$ cat src/rtl/arena_ctrl.sv
// arena_ctrl: N-player round-based combat controller (round timer, action latch, damage resolution, win detection).
// Optional build macro ARENA_AUTO_LOCK_EN: a round resolves early once every alive player has latched an action.
module arena_ctrl #(
    parameter int NUM_PLAYERS   = 2,
    parameter int HP_W          = 2,
    parameter int ENG_W         = 2,
    parameter int ROUND_SECS    = 5,
    parameter int TICKS_PER_SEC = 50000000
) (
    input  logic                          clock,
    input  logic                          resetn,
    input  logic                          start,
    input  logic [3*NUM_PLAYERS-1:0]      act_p,
    output logic [2:0]                    state,
    output logic [3:0]                    cnt_time,
    output logic [HP_W*NUM_PLAYERS-1:0]   hp,
    output logic [ENG_W*NUM_PLAYERS-1:0]  eng,
    output logic [3*NUM_PLAYERS-1:0]      sel,
    output logic                          game_over,
    output logic [1:0]                    winner,
    output logic                          winner_valid
);

    // start and act_p are single-cycle pulses with no back-pressure: a pulse is
    // consumed on the edge that samples it, or dropped if the state ignores it.
    typedef enum logic [2:0] {
        S_IDLE    = 3'd0,
        S_ROUND   = 3'd1,
        S_RESOLVE = 3'd2,
        S_CHECK   = 3'd3,
        S_OVER    = 3'd4
    } state_t;

    localparam int             PW       = $clog2(TICKS_PER_SEC);
    localparam logic [2:0]     SEL_CHG  = 3'b001;
    localparam logic [2:0]     SEL_ATK  = 3'b010;
    localparam logic [2:0]     SEL_DEF  = 3'b100;
    localparam logic [HP_W-1:0]  HP_FULL = {HP_W{1'b1}};
    localparam logic [ENG_W-1:0] ENG_MAX = {ENG_W{1'b1}};
    localparam logic [3:0]     SECS     = 4'(ROUND_SECS);

    state_t           state_q, state_d;
    logic [PW-1:0]    presc_q;
    logic [HP_W-1:0]  hp_q    [NUM_PLAYERS];
    logic [ENG_W-1:0] eng_q   [NUM_PLAYERS];
    logic [2:0]       sel_q   [NUM_PLAYERS];
    logic [HP_W-1:0]  hp_res  [NUM_PLAYERS];
    logic [ENG_W-1:0] eng_res [NUM_PLAYERS];
    logic [2:0]       sel_nxt [NUM_PLAYERS];
    logic             tick;
    logic             lock;
    logic [1:0]       alive_idx;
    int               alive;
    int               n_atk;
    int               hits;

    assign tick      = (presc_q == PW'(TICKS_PER_SEC - 1));
    assign state     = state_q;
    assign game_over = (state_q == S_OVER);

    for (genvar g = 0; g < NUM_PLAYERS; g++) begin : g_pack
        assign hp[g*HP_W +: HP_W]   = hp_q[g];
        assign eng[g*ENG_W +: ENG_W] = eng_q[g];
        assign sel[g*3 +: 3]        = sel_q[g];
    end

    // Action latch, alive census and round resolution, all from registered values.
    always_comb begin
        alive     = 0;
        alive_idx = 2'd0;
        n_atk     = 0;
        hits      = 0;
        lock      = 1'b0;
        for (int p = 0; p < NUM_PLAYERS; p++) begin
            sel_nxt[p] = sel_q[p];
            hp_res[p]  = hp_q[p];
            eng_res[p] = eng_q[p];
        end
        for (int p = 0; p < NUM_PLAYERS; p++) begin
            if (hp_q[p] != '0) begin
                alive     = alive + 1;
                alive_idx = 2'(p);
            end
            if (sel_q[p] == 3'b000 && hp_q[p] != '0) begin
                if (act_p[3*p+2])      sel_nxt[p] = SEL_DEF;
                else if (act_p[3*p+1]) sel_nxt[p] = SEL_ATK;
                else if (act_p[3*p])   sel_nxt[p] = SEL_CHG;
            end
            if (sel_q[p] == SEL_ATK && eng_q[p] != '0) n_atk = n_atk + 1;
        end
        for (int q = 0; q < NUM_PLAYERS; q++) begin
            // An attacker never damages itself.
            hits = n_atk - ((sel_q[q] == SEL_ATK && eng_q[q] != '0) ? 1 : 0);
            if (hp_q[q] != '0 && sel_q[q] != SEL_DEF)
                hp_res[q] = (int'(hp_q[q]) > hits) ? hp_q[q] - HP_W'(hits) : '0;
            if (sel_q[q] == SEL_CHG && eng_q[q] != ENG_MAX)
                eng_res[q] = eng_q[q] + ENG_W'(1);
            else if (sel_q[q] == SEL_ATK && eng_q[q] != '0)
                eng_res[q] = eng_q[q] - ENG_W'(1);
        end
`ifdef ARENA_AUTO_LOCK_EN
        lock = 1'b1;
        for (int p = 0; p < NUM_PLAYERS; p++)
            if (hp_q[p] != '0 && sel_q[p] == 3'b000) lock = 1'b0;
`endif
    end

    always_comb begin
        state_d = state_q;
        case (state_q)
            S_IDLE, S_OVER: if (start) state_d = S_ROUND;
            S_ROUND:        if (lock || (tick && cnt_time == 4'd1)) state_d = S_RESOLVE;
            S_RESOLVE:      state_d = S_CHECK;
            S_CHECK:        state_d = (alive >= 2) ? S_ROUND : S_OVER;
            default:        state_d = S_IDLE;
        endcase
    end

    always_ff @(posedge clock or negedge resetn) begin
        if (!resetn) begin
            state_q      <= S_IDLE;
            presc_q      <= '0;
            cnt_time     <= 4'd0;
            winner       <= 2'd0;
            winner_valid <= 1'b0;
            for (int p = 0; p < NUM_PLAYERS; p++) begin
                hp_q[p]  <= '0;
                eng_q[p] <= '0;
                sel_q[p] <= 3'b000;
            end
        end else begin
            state_q <= state_d;
            case (state_q)
                S_IDLE, S_OVER: begin
                    if (start) begin
                        presc_q      <= '0;
                        cnt_time     <= SECS;
                        winner       <= 2'd0;
                        winner_valid <= 1'b0;
                        for (int p = 0; p < NUM_PLAYERS; p++) begin
                            hp_q[p]  <= HP_FULL;
                            eng_q[p] <= '0;
                            sel_q[p] <= 3'b000;
                        end
                    end
                end
                S_ROUND: begin
                    for (int p = 0; p < NUM_PLAYERS; p++) sel_q[p] <= sel_nxt[p];
                    // An early lock freezes the timer at its current value.
                    if (!lock) begin
                        if (tick) begin
                            presc_q  <= '0;
                            cnt_time <= cnt_time - 4'd1;
                        end else begin
                            presc_q  <= presc_q + PW'(1);
                        end
                    end
                end
                S_RESOLVE: begin
                    for (int p = 0; p < NUM_PLAYERS; p++) begin
                        hp_q[p]  <= hp_res[p];
                        eng_q[p] <= eng_res[p];
                    end
                end
                S_CHECK: begin
                    if (alive >= 2) begin
                        presc_q  <= '0;
                        cnt_time <= SECS;
                        for (int p = 0; p < NUM_PLAYERS; p++) sel_q[p] <= 3'b000;
                    end else begin
                        winner       <= (alive == 1) ? alive_idx : 2'd0;
                        winner_valid <= (alive == 1);
                    end
                end
                default: ;
            endcase
        end
    end

endmodule

$ cat config.mk
export PLATFORM = sky130hd
export DESIGN_NAME = arena_ctrl
export DESIGN_NICKNAME = d
export VERILOG_FILES = /design/src/rtl/arena_ctrl.sv
export SDC_FILE = /design/constraint.sdc
export NUM_CORES = 1
export LEC_CHECK = 0
export ABC_AREA = 0
export BUFFER_PORTS_ARGS = -buffer_cell sky130_fd_sc_hd__buf_2
export CAP_MARGIN = 20
export CORE_ASPECT_RATIO = 0.6
export CORE_UTILIZATION = 45
export CTS_BUF_LIST = sky130_fd_sc_hd__clkbuf_2
export CTS_CLUSTER_DIAMETER = 150
export DETAILED_ROUTE_END_ITERATION = 16
export PLACE_DENSITY = 0.63
export SETUP_SLACK_MARGIN = 0.4
export SLEW_MARGIN = 10
export SYNTH_ARGS = -nofsm -noshare
export SYNTH_HDL_FRONTEND = slang
export SYNTH_SLANG_ARGS = --single-unit
$ cat constraint.sdc
create_clock -name clock -period 7.1 [get_ports clock]
set_clock_uncertainty 0.05 [all_clocks]
set_input_delay 0.355 -clock clock [delete_from_list [all_inputs] [get_ports clock]]
set_output_delay 0.355 -clock clock [all_outputs]
set_load 0.05 [all_outputs]
Word level (Yosys, flattened, before mapping):

Index checks and enable logic that the tools add are counted.

* output and inout port bits: 25
* word-level logic and storage cells: 132
* bits in registers: 50

* equal/unequal tests: 28
* add/sub/neg operators: 12
* reduce and logical (&&, ||, !) cells: 30
* multiplexer cells: 48
* $lt $le $gt $ge: 3

Operator list (count)
* two-way mux 26 bit: 3
* case mux 26 bit (3 select lines): 1
* adder 32 x 2 -> 32 bit, second input constant: 2
* > comparator 3 x 32 -> 1 bit: 2
* two-way mux 32 bit: 2
* two-way mux 3 bit: 11
* == test 32 x 2 -> 1 bit, second input constant: 1
* greater-or-equal comparator 32 x 3 -> 1 bit, second input constant: 1
* subtractor 32 x 2 -> 32 bit: 1
* subtractor 32 bit: 1
* adder 26 x 1 -> 26 bit, second input constant: 1
* == test 26 bit, second input constant: 1
* two-way mux 2 bit: 11
* != test 2 bit, second input constant: 11
* two-way mux 4 bit: 5
* case mux 6 bit (3 select lines): 1
* AND reduction 3 bit: 6
* case mux 4 bit (2 select lines): 2
* == test 3 x 2 -> 1 bit, second input constant: 4
* two-way mux 6 bit: 2
* != test 3 bit, second input constant: 4
* case mux 3 bit (4 select lines): 1
* case mux 4 bit (3 select lines): 1
* nonzero test 2 bit: 6
* other kinds (18): 40

Depth between registers and ports, before layout:

Gate-level depths: netlist of the first run.

* depth in word-level cells: 10
* depth in mapped cells: 13

Least setup slack after synthesis of the first run:

OpenSTA, ideal clock, no wires.

* kind: flip-flop to flip-flop
* from: register sel_q (netlist bit sel[0])
* to: register hp_q (netlist bit hp[1])
* cell stages (with the launch flop): 13
* library setup time: 0.077 ns
* clock period less this slack: 2.647 ns
* data arrival time: 2.520 ns
* path slack: 4.453 ns
* cell sequence: dfrtp_1 -> nor2_1 -> o211ai_1 -> inv_1 -> ha_1 -> xnor2_1 -> ha_1 -> fa_1 -> a21oi_1 -> nor2_1 -> o21ai_0 -> nor2_1 -> a21oi_1

* cells in the longest elaborated chain, start to end: 10
* elaborated cells between the ends (all ways): 15

RTL lines
* start: declaration: line 46 `logic [2:0] sel_q [NUM_PLAYERS];`
* start signal: indexed assignment: line 129 `sel_q[p] <= 3'b000;`
* start signal: indexed assignment: line 143 `sel_q[p] <= 3'b000;`
* == test 3 x 2 -> 1 bit: line 89, 93
* logical AND 1 bit: line 89, 93
* two-way mux 1 bit: line 89, 93
* adder 32 x 2 -> 32 bit: line 89 `if (sel_q[p] == SEL_ATK && eng_q[p] != '0) n_atk = n_atk + 1;`
* two-way mux 32 bit: line 89
* subtractor 32 bit: line 93 `hits = n_atk - ((sel_q[q] == SEL_ATK && eng_q[q] != '0) ? 1 : 0);`
* > comparator 3 x 32 -> 1 bit / subtractor 2 bit (equally long branches): line 95 `hp_res[q] = (int'(hp_q[q]) > hits) ? hp_q[q] - HP_W'(hits) : '0;`
* two-way mux 2 bit: line 95
* two-way mux 2 bit: line 94 `if (hp_q[q] != '0 && sel_q[q] != SEL_DEF)`
* case mux 4 bit (2 select lines): line 133 `case (state_q)`
* end signal: indexed assignment: line 161 `hp_q[p] <= hp_res[p];`
* end: declaration: line 44 `logic [HP_W-1:0] hp_q [NUM_PLAYERS];`

Several ways; a longest one is shown, not always the timed one. The select of a mux whose other input is x is not followed.
A chain may end at the register's enable or synchronous reset.

Worst setup path after layout of the first run:

* from: register eng_q (netlist bit eng[0])
* to: register hp_q (netlist bit hp[1])

* cells in the longest elaborated chain, start to end: 10
* elaborated cells between the ends (all ways): 11

RTL lines
* start: declaration: line 45 `logic [ENG_W-1:0] eng_q [NUM_PLAYERS];`
* start signal: indexed assignment: line 162 `eng_q[p] <= eng_res[p];`
* nonzero test 2 bit (*): line 89, 93
* logical AND 1 bit (*): line 89, 93
* two-way mux 1 bit (*): line 89, 93
* adder 32 x 2 -> 32 bit: line 89
* two-way mux 32 bit: line 89
* subtractor 32 bit (*): line 93
* > comparator 3 x 32 -> 1 bit / subtractor 2 bit (equally long branches): line 95
* two-way mux 2 bit (*): line 95
* two-way mux 2 bit (*): line 94
* case mux 4 bit (2 select lines) (*): line 133

Every way passes the cells marked *; elsewhere a longest branch is shown, timed or not. The select of a mux whose other input is x is not followed.

==> results.py, run 1 <==
metrics = {
    "status": {
        "status": "finished clean",
    },
    "logic_synthesis": {
        "synthArstFlopShare": 1.000,
        "synth.top_cell.area_share": 0.4242,
        "postSynthCellCount": 315,
        "synth-simple-area-share": 0.2450,
        "synth_cell_types": 53,
        "synth_nets": 338,
        "yosysWarnings": 0,
        "synthMuxAreaShare": 0.007359,
        "ys_seq_elements": 49,
        "synthAdderAreaFrac": 0.06320,
        "synth-compound-area-share": 0.1688,
        "synth_edf_count": 0,
        "yosys-top-cells-area": "dfrtp_1 (42%), ha_1 (5.6%), a21oi_1 (4.3%)",
        "synth.yosys.seq_area_share": 0.4242,
        "synth_area_leader_cell": "dfrtp_1",
        "synth-main-ff-cell": "dfrtp_1",
        "synth_top_family_by_area": "simple AND/OR/NAND/NOR gates",
        "synth.avg_cell_area_um2": 9.175,
        "synth.most_common_cell": "dfrtp_1",
        "synth_commonest_cells": "dfrtp_1 (49), nor2_1 (26), a21oi_1 (25), inv_1 (19)",
        "synth_area_um2": 2890,
        "synth_xor_area_frac": 0.04242,
    },
    "sta": {
        "rsz0062_at_grt": "false",
        "fin_crit_ps": 2629,
        "worst_slew_pin_slew_ps": 807.4,
        "post-route-period-util": 0.3702,
        "drv_slew": 0,
        "holdWs_ps": 146.2,
        "fmax_mhz": 380.4,
        "setup_violations": 0,
        "slew_headroom": 0.4597,
        "fin_setup_tns_ps": 0,
        "hold_viol_final": 0,
    },
    "min_path": {
        "min_path_type": "in2reg",
        "min_from": "start",
    },
    "grt": {
        "globalRoute.totalOverflow": 0,
        "antenna_found_initial": 0,
        "grt_pass1_vias": 2253,
        "track_usage": 0.2125,
        "grt_first_pass_wirelength_mm": 11.27,
        "grt_max_degree": 50,
    },
    "setup_path": {
        "cp-endpoint": "hp[1]$_DFFE_PN0P_",
        "crit_family": "adder cells",
        "critPathMaxStageDelay_ps": 470,
        "r2r_slack_ps": 4470,
        "cp_max_fo": 5,
        "path_depth": 11,
        "path_class": "reg2reg",
        "crit_buf_inv": 1,
        "required_ps": 7420,
        "crit_path_start_kind": "flop",
        "crit_chain": "o211ai_1 -> inv_1 -> ha_1 -> xnor2_1 -> ha_1 -> fa_1 -> a21oi_1 -> nor2_1 -> o21ai_0 -> nor2_1 -> a21oi_1",
        "endpoint_kind": "flop",
        "reg2reg_to": "hp[1]$_DFFE_PN0P_",
        "rr_startpoint": "eng[0]$_DFFE_PN0P_",
        "worstSetupStartpoint": "eng[0]$_DFFE_PN0P_",
        "cp_slowest_cell": "dfrtp_1",
        "reg2regPathDepth": 11,
        "cp_data_arrival_time_ps": 2950,
    },
    "floorplan": {
        "pin_count": 34,
        "die_y_um": 64.08,
        "fp-row-count": 22,
        "core-area_um2": 6166,
        "dieArea_um2": 6758,
        "initial_core_util": 0.4687,
        "chipWidth_um": 105.5,
    },
    "power": {
        "totalPowerFinal_mw": 0.7471,
        "p_per_area_nw_per_um2": 236.7,
        "pwr-share-seq": 0.511,
        "p_clk_frac": 0.147,
        "switching_share": 0.4300,
        "power.leakage_nw": 1.432,
        "p_int_mw": 0.4258,
        "vdd_drop_max_mv": 0.1349,
        "p_comb_frac": 0.342,
        "netSwitchingPower_mw": 0.3213,
    },
    "detailed_routing": {
        "vias": 2389,
        "drtIter0Drc": 149,
        "drc": 0,
        "via_per_inst": 5.556,
        "drtPass1Iterations": 4,
        "finalWirelength_mm": 6.649,
        "postRouteAntennaNets": 0,
        "wl_per_cell_um": 15.46,
    },
    "cells_and_area": {
        "diodes": 0,
        "instances_no_fill": 430,
        "final_core_util": 0.5118,
        "area_growth_pct": 9.178,
        "nets": 369,
        "drive_above_1_share": 0.1705,
    },
    "clock_network": {
        "cts_sinks": 49,
        "cts-hold-fix-buffers": 1,
        "cts_made_buffers": 5,
        "path_clk_slew_ps": 230,
        "htreeDepth": 2,
        "ctsResizeCount": 0,
        "cts_tree": "done",
        "ctsLongestPathBuffers": 2,
        "clock_latency_ps": 430,
        "ctsRootBufferMaster": "clkbuf_2",
        "post_cts_buffers": 0,
    },
    "flow_run": {
        "max_cap_violations": 0,
    },
    "placed_design": {
        "gp_congestion": 0.8311,
        "port_buffers": 32,
        "hpwl_mm": 4.837,
        "placedCellCount": 422,
    },
}
[worst min-delay path by stage]
stage | end | slack [ps] | depth (start not counted)
after floorplan | cnt_time[0]$_DFFE_PN0P_ | 9 | 0
after global placement | winner[0]$_DFFE_PN0P_ | 440 | 1
after detailed placement | winner[0]$_DFFE_PN0P_ | 440 | 1
after CTS | sel[3]$_DFFE_PN0P_ | 110 | 3
after global routing | sel[2]$_DFFE_PN0P_ | 100 | 2
final | state[2]$_DFFE_PN0P_ | 150 | 3
[layer usage]
metal  global-route usage  up-vias  share of wire  routed length [um]
li1                     -     1198              -                   -
met1               0.3396     1126           0.56                3733
met2               0.2862       62           0.39                2577
met3              0.04184        3          0.047                 313
met4              0.05282        0         0.0038                  25
met5                    0        -              0                   0
[layout by cell type, fill, tap and decap left out, types with 11 or more instances in the layout]
cell type	n
dfrtp_1	49
ha_1	13
nand2_1	18
a21oi_1	25
nor2_1	26
o21ai_0	14
nor2_2	11
nand3_1	18
buf_2	32
inv_1	19
nand4_1	15
[registers in the layout, summed over array words and instances, names as in the netlist]
name,cells
eng,4
state,3
winner,1
sel,6
winner_valid,1
cnt_time,4
presc_q,26
hp,4
[worst min-delay path, stage by stage]
cell	delay [ps]
buf_2	100
inv_1	50
a21o_1	100
[kinds of logic after synthesis]
family	after synthesis
AND/OR/NAND/NOR	129
AO/OA/AOI/OAI	75
flip-flops	49
buffers and inverters	31
adder cells (fa/ha/maj)	14
XOR/XNOR	14
multiplexers	2
other	1
[layout make-up]
type / instances / area, um2
clock buffers: 6 / 30.03
fillers: 590 / 3010
well taps: 84 / 105.1
multi-input cells: 235 / 1526
clock inverters: 1 / 3.754
repair buffers: 36 / 192.7
inverters: 19 / 71.32
flip-flops and latches: 49 / 1226
[power by group through the flow]
stage / registers, mW / logic [mW] / clock network [mW]
after CTS: 0.381 / 0.255 / 0.115
after detailed placement: 0.387 / 0.253 / 0
after global placement: 0.385 / 0.252 / 0
after floorplan: 0.441 / 0.133 / 0
final: 0.382 / 0.255 / 0.110
after global routing: 0.392 / 0.279 / 0.124
[metrics by stage]
stage / area, um2 / setup slack, ps
floorplan: 2890 / 4453
global placement: 3112 / 4621
detailed placement: 3112 / 4525
CTS: 3156 / 4489
global route: 3156 / 4242
finish: 3156 / 4471
Note: power is estimated with default switching activity, not from simulation.
==> run 2: changes to the inputs <==
- PLACE_DENSITY: 0.63 -> 0.66
- clock period: 7.1 -> 2.35 ns (I/O delays scaled with it)
==> run 2 against run 1 <==
Against the previous run:
- sequential cell count unchanged
- via count up 21%
- critical endpoint unchanged
- hold slack worse by 120 ps
- power rose to 3.5 times the previous value
==> results.py, run 2 (synthesis results as in run 1) <==
metrics = {
    "status": {
        "status": "finished clean",
    },
    "placed_design": {
        "gp_congestion": 0.8006,
        "pre_cts_ws_ps": 65.05,
        "hpwl_mm": 5.119,
        "placedCellCount": 441,
        "port_buffers": 32,
        "place_area_um2": 3316,
    },
    "cells_and_area": {
        "largest_reg_flops": 26,
        "largest_register": "presc_q",
        "area_growth_pct": 44.42,
        "final_common_cell": "buf_4",
        "diodes": 0,
        "nFillCells": 470,
        "nets": 430,
        "instances_no_fill": 492,
        "drive_above_1_share": 0.4412,
        "final_cell_area_um2": 4174,
        "final_cell_mix": "buf_4 (41), dfrtp_1 (35), buf_2 (31)",
    },
    "sta": {
        "rsz0062_at_grt": "true",
        "drv_slew": 0,
        "holdWs_ps": 29.71,
        "fmax_mhz": 433.1,
        "setup_ws_ps": 41.07,
        "fin_crit_ps": 2309,
        "hold_viol_final": 0,
        "setup_violations": 0,
        "post-route-period-util": 0.9825,
    },
    "clock_network": {
        "cts_tree": "done",
        "cts_made_buffers": 5,
        "ctsRootBufferMaster": "clkbuf_2",
        "cts_sinks": 49,
        "path_clk_slew_ps": 260,
        "htreeDepth": 2,
        "ctsLongestPathBuffers": 2,
        "clock_latency_ps": 440,
    },
    "grt": {
        "grt_pass1_vias": 2694,
        "grt_first_pass_wirelength_mm": 13.81,
        "globalRoute.totalOverflow": 0,
        "track_usage": 0.2658,
        "grt_max_degree": 21,
        "antenna_found_initial": 0,
    },
    "setup_path": {
        "crit_path_start_kind": "flop",
        "cp_data_arrival_time_ps": 2660,
        "cp_slowest_cell": "dfrtp_2",
        "required_ps": 2700,
        "path_depth": 9,
        "endpoint_kind": "flop",
        "reg2reg_to": "hp[1]$_DFFE_PN0P_",
        "rr_startpoint": "eng[2]$_DFFE_PN0P_",
        "crit_chain": "o211ai_1 -> inv_2 -> ha_4 -> xnor2_2 -> ha_2 -> fa_2 -> o21ai_2 -> nor2_1 -> a21oi_1",
        "crit_family": "adder cells",
        "reg2regPathDepth": 9,
        "path_class": "reg2reg",
        "cp-endpoint": "hp[1]$_DFFE_PN0P_",
        "crit_buf_inv": 1,
        "cp_max_fo": 3,
        "worstSetupStartpoint": "eng[2]$_DFFE_PN0P_",
        "r2r_slack_ps": 40,
        "critPathMaxStageDelay_ps": 470,
    },
    "detailed_routing": {
        "via_per_inst": 5.894,
        "postRouteAntennaNets": 0,
        "vias": 2900,
        "drc": 0,
        "finalWirelength_mm": 8.745,
        "drtIter0Drc": 263,
        "wl_per_cell_um": 17.77,
        "drtPass1Iterations": 5,
    },
    "floorplan": {
        "dieArea_um2": 6758,
        "fp-row-count": 22,
        "pin_count": 34,
        "initial_core_util": 0.4687,
        "die_y_um": 64.08,
        "chipWidth_um": 105.5,
        "core-area_um2": 6166,
    },
    "power": {
        "power.leakage_nw": 1.787,
        "p_per_area_nw_per_um2": 632.8,
        "vdd_drop_max_mv": 0.4142,
    },
    "min_path": {
        "min_path_type": "in2async",
    },
    "flow_run": {
        "max_cap_violations": 0,
    },
}
[run 2: cell types whose count changed in the layout (fill, tap and decap cells not counted), moves of 7 or more]
cell / before / now
a21oi_1: 25 / 17
nor2_2: 11 / 2
dlygate4sd3_1: 1 / 8
dfrtp_2: 0 / 14
buf_4: 3 / 41
nor2_4: 0 / 15
buf_6: 0 / 10
ha_1: 13 / 4
dfrtp_1: 49 / 35
[run 2: layout make-up]
type | instances | area [um2] | area share
Clock buffer | 7 | 35.03 | 0.008393
Clock inverter | 1 | 3.754 | 0.0008993
Inverter | 19 | 73.82 | 0.01769
Multi-Input combinational cell | 236 | 1947 | 0.4664
Sequential cell | 49 | 1244 | 0.2980
Tap cell | 84 | 105.1 | 0.02518
Timing Repair Buffer | 96 | 765.7 | 0.1835
[run 2: per-stage QoR]
| step | total power [mW] | TNS [ps] | util |
|---|---|---|---|
| final | 2.641 | 0 | 0.6769 |
| after global routing | 2.786 | -101.3 | 0.6769 |
| after CTS | 2.502 | 0 | 0.6445 |
| after detailed placement | 2.018 | 0 | 0.5377 |
| after global placement | 2.000 | 0 | 0.5377 |
| after floorplan | 1.749 | -108.8 | - |
[run 2: how the worst min path moves through the flow]
stage	startpoint	to	slack (ps)	cells past startpoint
after floorplan	resetn	cnt_time[0]$_DFFE_PN0P_	-230	0
after global placement	resetn	hp[1]$_DFFE_PN0P_	9	1
after detailed placement	resetn	hp[1]$_DFFE_PN0P_	8	1
after CTS	resetn	hp[1]$_DFFE_PN0P_	30	2
after global routing	resetn	hp[0]$_DFFE_PN0P_	20	2
final	resetn	hp[1]$_DFFE_PN0P_	30	2
[run 2: power by group]
group	leakage [nW]	switching [mW]	internal, mW
combinational	1.14	0.703	0.461
clock	0.0306	0.283	0.0794
sequential	0.614	0.140	0.975
[run 2: routing by layer]
layer / GRT usage / share of wire / up-vias
met2: 0.3692 / 0.43 / 134
li1: - / - / 1335
met3: 0.05204 / 0.068 / 13
met4: 0.08275 / 0.016 / 0
met1: 0.4100 / 0.48 / 1418
met5: 0 / 0 / -
[run 2: what timing repair did]
action,in CTS,in global routing
pin swaps,29,20
hold endpoints to repair,56,0
cloned,2,0
setup buffers,30,3
hold buffers,8,0
resized for setup,56,40
setup endpoints to repair,39,40
